==> config.mk <==
export PLATFORM = sky130hd
export DESIGN_NAME = clk_div_multi
export DESIGN_NICKNAME = d
export VERILOG_FILES = /design/src/rtl/clk_div_pkg.sv /design/src/rtl/clk_div_chan.sv /design/src/rtl/clk_div_multi.sv
export SDC_FILE = /design/constraint.sdc
export NUM_CORES = 1
export LEC_CHECK = 0
export CAP_MARGIN = 10
export CORE_MARGIN = 2
export CORE_UTILIZATION = 57
export CTS_CLUSTER_SIZE = 12
export DETAILED_ROUTE_END_ITERATION = 10
export PLACE_DENSITY = 0.87
export SETUP_SLACK_MARGIN = 0.5
export SLEW_MARGIN = 20
export SYNTH_ARGS = -nofsm -noshare
export SYNTH_HDL_FRONTEND = slang
export SYNTH_HIERARCHICAL = 1
export SYNTH_SLANG_ARGS = --single-unit
==> constraint.sdc <==
create_clock -name clk -period 3.35 [get_ports clk]
set_input_delay 0.67 -clock clk [delete_from_list [all_inputs] [get_ports clk]]
set_output_delay 0.67 -clock clk [all_outputs]
set_load 0.05 [all_outputs]
==> src/rtl/clk_div_pkg.sv <==
`default_nettype none
// ============================================================================
// Module      : clk_div_pkg
// Description : Shared types and constants for the multi-channel clock
//               divider: output-mode encoding, the reset divisor and a
//               helper that sizes the channel-select field.
// Revision    : 1.0 - initial release
// ============================================================================
package clk_div_pkg;

    // Output shaping per channel: square toggles on every period boundary,
    // pulse mirrors the boundary strobe.
    typedef enum logic {
        MODE_SQUARE = 1'b0,
        MODE_PULSE  = 1'b1
    } mode_e;

    // Divisor loaded into every channel while reset is asserted.
    localparam int unsigned DEFAULT_DIV = 32'd5000000;

    // Width of a channel index; never narrower than one bit so a
    // single-channel build still has a legal select port.
    function automatic int ch_width(input int n);
        return (n <= 1) ? 1 : $clog2(n);
    endfunction

endpackage
`default_nettype wire

==> src/rtl/clk_div_chan.sv <==
`default_nettype none
// ============================================================================
// Module      : clk_div_chan
// Description : One divider channel. Holds the active divisor/mode plus a
//               one-deep pending slot; a pending update is promoted only at a
//               period boundary (or whenever the channel is disabled) so no
//               period is ever truncated or stretched.
// Ports       : clk       - system clock, rising edge
//               reset     - asynchronous, active-high
//               i_en      - run enable
//               i_wr      - validated configuration write for this channel
//               i_div     - new divisor (never zero, filtered upstream)
//               i_mode    - new output mode
//               o_clk_out - divided clock (registered)
//               o_tick    - period-boundary strobe (registered)
// Revision    : 1.0 - initial release
// ============================================================================
module clk_div_chan
    import clk_div_pkg::*;
#(
    parameter int          WIDTH       = 32,
    parameter int unsigned DEFAULT_DIV = clk_div_pkg::DEFAULT_DIV
) (
    input  logic             clk,
    input  logic             reset,
    input  logic             i_en,
    input  logic             i_wr,
    input  logic [WIDTH-1:0] i_div,
    input  mode_e            i_mode,
    output logic             o_clk_out,
    output logic             o_tick
);

    localparam logic [WIDTH-1:0] c_reset_div = WIDTH'(DEFAULT_DIV);

    logic [WIDTH-1:0] r_cnt;
    logic [WIDTH-1:0] r_div;
    mode_e            r_mode;
    logic             r_pend;
    logic [WIDTH-1:0] r_pend_div;
    mode_e            r_pend_mode;
    logic             r_clk_out;
    logic             r_tick;

    logic             w_wrap;
    logic [WIDTH-1:0] w_next_div;
    mode_e            w_next_mode;

    // Last count of the current period reached while running.
    assign w_wrap = i_en && (r_cnt == (r_div - WIDTH'(1)));

    // Configuration that governs the next period when a promotion happens.
    assign w_next_div  = r_pend ? r_pend_div  : r_div;
    assign w_next_mode = r_pend ? r_pend_mode : r_mode;

    always_ff @(posedge clk or posedge reset) begin
        if (reset) begin
            r_cnt       <= '0;
            r_div       <= c_reset_div;
            r_mode      <= MODE_SQUARE;
            r_pend      <= 1'b0;
            r_pend_div  <= c_reset_div;
            r_pend_mode <= MODE_SQUARE;
            r_clk_out   <= 1'b0;
            r_tick      <= 1'b0;
        end else if (!i_en) begin
            // Idle: park at count 0 with quiet outputs. A fresh write wins
            // over anything still pending and takes effect right away.
            r_cnt     <= '0;
            r_tick    <= 1'b0;
            r_clk_out <= 1'b0;
            r_pend    <= 1'b0;
            if (i_wr) begin
                r_div  <= i_div;
                r_mode <= i_mode;
            end else begin
                r_div  <= w_next_div;
                r_mode <= w_next_mode;
            end
        end else begin
            if (w_wrap) begin
                r_cnt  <= '0;
                r_tick <= 1'b1;
                r_div  <= w_next_div;
                r_mode <= w_next_mode;
                // The boundary output already follows the incoming mode so a
                // switch to pulse produces a clean strobe at the boundary.
                r_clk_out <= (w_next_mode == MODE_PULSE) ? 1'b1 : ~r_clk_out;
            end else begin
                r_cnt     <= r_cnt + WIDTH'(1);
                r_tick    <= 1'b0;
                r_clk_out <= (r_mode == MODE_PULSE) ? 1'b0 : r_clk_out;
            end

            // A write landing on the boundary edge waits for the next one.
            if (i_wr) begin
                r_pend      <= 1'b1;
                r_pend_div  <= i_div;
                r_pend_mode <= i_mode;
            end else if (w_wrap) begin
                r_pend <= 1'b0;
            end
        end
    end

    assign o_clk_out = r_clk_out;
    assign o_tick    = r_tick;

endmodule
`default_nettype wire

==> src/rtl/clk_div_multi.sv <==
`default_nettype none
// ============================================================================
// Module      : clk_div_multi
// Description : NCH independent programmable clock dividers. The top decodes
//               configuration writes, rejects illegal ones and reports them
//               on cfg_err one cycle later.
// Ports       : clk      - system clock, rising edge
//               reset    - asynchronous, active-high
//               en       - per-channel run enable
//               cfg_we   - configuration write strobe
//               cfg_ch   - target channel
//               cfg_div  - new divisor (0 is illegal)
//               cfg_mode - new mode (0 square, 1 pulse)
//               clk_out  - divided clocks
//               tick     - per-channel period-boundary strobes
//               cfg_err  - rejected-write strobe
// Revision    : 1.0 - initial release
// ============================================================================
module clk_div_multi
    import clk_div_pkg::*;
#(
    parameter int          NCH         = 4,
    parameter int          WIDTH       = 32,
    parameter int unsigned DEFAULT_DIV = clk_div_pkg::DEFAULT_DIV
) (
    input  logic                       clk,
    input  logic                       reset,
    input  logic [NCH-1:0]             en,
    input  logic                       cfg_we,
    input  logic [ch_width(NCH)-1:0]   cfg_ch,
    input  logic [WIDTH-1:0]           cfg_div,
    input  logic                       cfg_mode,
    output logic [NCH-1:0]             clk_out,
    output logic [NCH-1:0]             tick,
    output logic                       cfg_err
);

    logic  w_ch_ok;
    logic  w_div_ok;
    logic  w_cfg_ok;
    logic  r_cfg_err;
    mode_e w_mode;

    // The select field can encode indices beyond the last channel when NCH
    // is not a power of two; such writes are rejected like a zero divisor.
    assign w_ch_ok  = (int'(cfg_ch) < NCH);
    assign w_div_ok = (cfg_div != '0);
    assign w_cfg_ok = cfg_we && w_ch_ok && w_div_ok;
    assign w_mode   = mode_e'(cfg_mode);

    always_ff @(posedge clk or posedge reset) begin
        if (reset) begin
            r_cfg_err <= 1'b0;
        end else begin
            r_cfg_err <= cfg_we && !(w_ch_ok && w_div_ok);
        end
    end

    assign cfg_err = r_cfg_err;

    for (genvar gi = 0; gi < NCH; gi++) begin : g_chan
        logic w_wr;

        assign w_wr = w_cfg_ok && (int'(cfg_ch) == gi);

        clk_div_chan #(
            .WIDTH       (WIDTH),
            .DEFAULT_DIV (DEFAULT_DIV)
        ) u_chan (
            .clk       (clk),
            .reset     (reset),
            .i_en      (en[gi]),
            .i_wr      (w_wr),
            .i_div     (cfg_div),
            .i_mode    (w_mode),
            .o_clk_out (clk_out[gi]),
            .o_tick    (tick[gi])
        );
    end

endmodule
`default_nettype wire

==> impl_summary.log <==
[metrics] Top FF cell, synth: sky130_fd_sc_hd__dfrtp_1
[metrics] TritonCTS sink count: 405
[metrics] routability-driven placement congestion ratio: 0.9423
[metrics] via-per-instance ratio: 6.864
[metrics] CORE AREA: 43930 um^2
[metrics] post-DP HPWL: 48180 um
[metrics] total nets after synthesis: 2598
[metrics] Layout Nets: 2812
[metrics] count of hold-fix buffers inserted at cts: 0
[metrics] maximum ir drop on the vdd rail: 0.3849 mV
[metrics] ports placed on the boundary: 51
[metrics] total wire length after detailed routing: 87960 um
[metrics] row count: 77
[metrics] maximum achievable frequency: 0.2805 GHz
[metrics] P per Cell Area: 523.8 nW/um^2
[metrics] pre-CTS WS: -0.1040 ns
[metrics] violations in the final reports: negative setup slack
[metrics] drt drc: 0
[metrics] post-placement cell count: 3184
[metrics] deepest level of the CTS H-tree: 2
[metrics] final std cells w/o fill: 3389
[metrics] Seq cells post-synth: 405
[metrics] fin crit period: 3.565 ns
[metrics] status: complete, but fails checks
[metrics] number of global-route vias before repair: 22893
[metrics] number of warnings issued by yosys: 6
[metrics] Critical Path Start Type: flop
[metrics] netlist area before placement: 25220 um^2
[metrics] RSZ-0062 raised after global routing: true
[metrics] kind of path behind the tightest hold check: flop to flop
[metrics] synthesized netlist cell count: 2548
[metrics] Async SR Flop Fraction: 100.0%
[metrics] Die Y: 214.4 um
[metrics] wire length of the first global-routing pass: 126300 um
[metrics] list of most frequent post-synthesis cells: sky130_fd_sc_hd__dfrtp_1 (341), sky130_fd_sc_hd__nand2_1 (244), sky130_fd_sc_hd__nor2_1 (243), sky130_fd_sc_hd__xor2_1 (138), sky130_fd_sc_hd__mux2_2 (134)
[metrics] Crit path required time: 3.80 ns
[metrics] effective utilization at floorplan: 57.41%
[metrics] buffers added on ports: 50
[metrics] worst setup path category: flop to flop
[metrics] number of inserted filler cells in the final layout: 2597
[metrics] library cells used by synthesis: 76
[metrics] Longest Clk Path Bufs: 3
[metrics] largest net degree at the start of global routing: 67
[metrics] element type at the critical path end: flop
[metrics] Synth top area share: 33.83%
[metrics] Pre-antenna DRT Iters: 6
[metrics] highest net fanout along the worst path: 5
[metrics] worst clock skew: 0.03336 ns
[metrics] endpoints failing hold: 0
[metrics] via total after detailed routing: 23262
[metrics] Congestion Overflow GR: 0
[metrics] number of clock buffers inserted by TritonCTS: 44
[metrics] GRT Total Usage: 34.22%
[metrics] ranking of synthesized cells by area: sky130_fd_sc_hd__dfrtp_1 (34%), sky130_fd_sc_hd__dfstp_2 (6.7%), sky130_fd_sc_hd__mux2_2 (6.0%)
[metrics] Final Total Pwr: 0.01713 W
[metrics] antenna violations before repair: 1
[metrics] number of diodes: 0
[metrics] share of the clock period used by the worst path after layout: 106.4%
[metrics] Area Overhead vs Synth: 29.71%
[metrics] tightest slew margin relative to the limit: 39.32%
[metrics] post-synthesis sequential area ratio: 40.50%
[metrics] Avg Inst Size Synth: 9.898 um^2
[metrics] worst-case setup margin in the final layout: -0.2153 ns
[metrics] final count of negative-setup-slack endpoints: 16
[metrics] number of maximum-capacitance violations: 0
[metrics] leakage power: 12.49 nW
[metrics] clock tree from TritonCTS: yes
[metrics] fraction of final layout cells sized beyond drive strength 1: 36.50%
[metrics] clock latency of the later-clocked register in the worst-skew pair: 0.61 ns
[metrics] iteration-0 DRC count of the detailed router: 2754
[metrics] Antenna Nets Post-Route: 0
[metrics] number of enable-type register cells in the synthesized netlist: 0
[metrics] Arr. time, crit path: 4.01 ns
[metrics] horizontal extent of the die: 214.4 um
[metrics] Die Outline Area: 45950 um^2
[metrics] most frequent cell after synthesis: sky130_fd_sc_hd__dfrtp_1
[metrics] CTS Root Buffer Type: sky130_fd_sc_hd__clkbuf_16
[metrics] routed len/inst: 25.95 um
[metrics] transition at the pin with the smallest max-transition slack: 0.9073 ns
[metrics] Pins Over Slew Limit: 0
[metrics] Yosys top cell by area: sky130_fd_sc_hd__dfrtp_1
[metrics] clock edge transition at the registers on the reported setup and hold paths: 0.07 ns
-- state kept, by name (all words and copies together), names as in the netlist --
name / cells
cfg_err: 1
g_chan.u_chan/o_clk_out: 4
g_chan.u_chan/o_tick: 4
g_chan.u_chan/r_cnt: 128
g_chan.u_chan/r_div: 128
g_chan.u_chan/r_mode: 4
g_chan.u_chan/r_pend: 4
g_chan.u_chan/r_pend_div: 128
g_chan.u_chan/r_pend_mode: 4
-- cells in the final DEF (no fill, tap or decap), drive strengths merged, types with 31 or more instances in the layout --
cell	netlist	routed
xor2	138	138
nor2	283	283
xnor2	124	124
dfrtp	341	341
o21ai	88	88
and4	38	38
buf	78	275
o2111ai	74	74
nor4	80	80
nand3	83	83
mux2	134	134
dfstp	64	64
nand4	46	46
clkbuf	102	80
a22oi	68	68
o211ai	84	84
clkdlybuf4s50	0	50
and3	31	31
nand3b	75	75
or4	36	38
nand2	246	248
inv	37	33
nor3	62	62
-- power by group --
group | switching, W | internal (W) | total (W)
Combinational | 0.00270 | 0.00241 | 0.00511
Clock | 0.00220 | 0.00300 | 0.00520
Sequential | 0.00102 | 0.00580 | 0.00683
-- metrics by stage --
stage	TNS, ns	util, %	cell area (um^2)	hold slack, ns
finish	-0.4611	74.46	32710	0.4989
global route	-4.610	74.46	32710	0.5125
CTS	0	70.36	30910	0.4958
detailed placement	-0.3372	62.14	27300	0.4868
global placement	0	62.14	27300	0.4773
floorplan	0	-	25490	0.3987
-- logic make-up (layout without fill, tap and decap cells) --
kind of cell	Yosys count	count (layout)	synth area share (%)
compound gates	446	453	16.30
xor+xnor	262	262	9.099
fa+ha+maj	8	8	0.3969
buf+inv	217	454	4.470
flops	405	405	40.50
mux	142	142	6.301
simple gates	1068	1073	22.93
-- routing by layer --
layer | up-vias | share of wire [%] | global-route usage (%)
met5 | - | 0 | 0
met4 | 0 | 8.3 | 24.42
met3 | 495 | 9.5 | 6.454
met2 | 1532 | 46 | 54.21
met1 | 11477 | 36 | 42.25
li1 | 9758 | - | -
-- final timing paths --
| check | startpoint | endpoint | slack (ns) | depth (start not counted) |
|---|---|---|---|---|
| min in group asynchronous | reset | cfg_err$_DFF_PP0_ | 0.61 | 2 |
| max in group asynchronous | reset | g_chan[3].u_chan/r_div[18]$_DFFE_PP1P_ | 1.66 | 3 |
| setup reg to reg | g_chan[2].u_chan/r_div[9]$_DFFE_PP1P_ | g_chan[2].u_chan/r_mode$_DFFE_PP0P_ | -0.22 | 11 |
| setup / recovery | g_chan[2].u_chan/r_div[9]$_DFFE_PP1P_ | g_chan[2].u_chan/r_mode$_DFFE_PP0P_ | -0.22 | 11 |
| hold reg to reg | g_chan[3].u_chan/r_pend_div[11]$_DFFE_PP1P_ | g_chan[3].u_chan/r_div[11]$_DFFE_PP1P_ | 0.50 | 2 |
| hold / removal | g_chan[3].u_chan/r_pend_div[11]$_DFFE_PP1P_ | g_chan[3].u_chan/r_div[11]$_DFFE_PP1P_ | 0.50 | 2 |
-- critical path: stages (launching register included) --
cell,delay [ns]
sky130_fd_sc_hd__dfstp_2,0.39
sky130_fd_sc_hd__or4_4,0.56
sky130_fd_sc_hd__or3_4,0.48
sky130_fd_sc_hd__buf_6,0.16
sky130_fd_sc_hd__o31a_1,0.25
sky130_fd_sc_hd__o32a_1,0.40
sky130_fd_sc_hd__a2bb2oi_4,0.22
sky130_fd_sc_hd__nand4_4,0.13
sky130_fd_sc_hd__buf_6,0.17
sky130_fd_sc_hd__buf_16,0.15
sky130_fd_sc_hd__o2111ai_4,0.31
sky130_fd_sc_hd__o211ai_1,0.19
-- layout make-up --
class                           instances  area [um^2]  share of cell area, %
Multi-Input combinational cell       1938        16010                  48.94
Sequential cell                       405        10230                  31.27
Timing Repair Buffer                  336         4086                  12.49
Clock buffer                           70         1351                  4.131
Tap cell                              592        740.7                  2.264
Inverter                               37        153.9                 0.4704
Clock inverter                         11        143.9                 0.4398
-- what timing repair did --
action                     in CTS  in global routing
resized for setup             159                254
buffers inserted               50                 24
gates cloned                   36                 14
pin swaps                      68                100
setup endpoints to repair     272                272
Power figures use the tool's default switching activity.
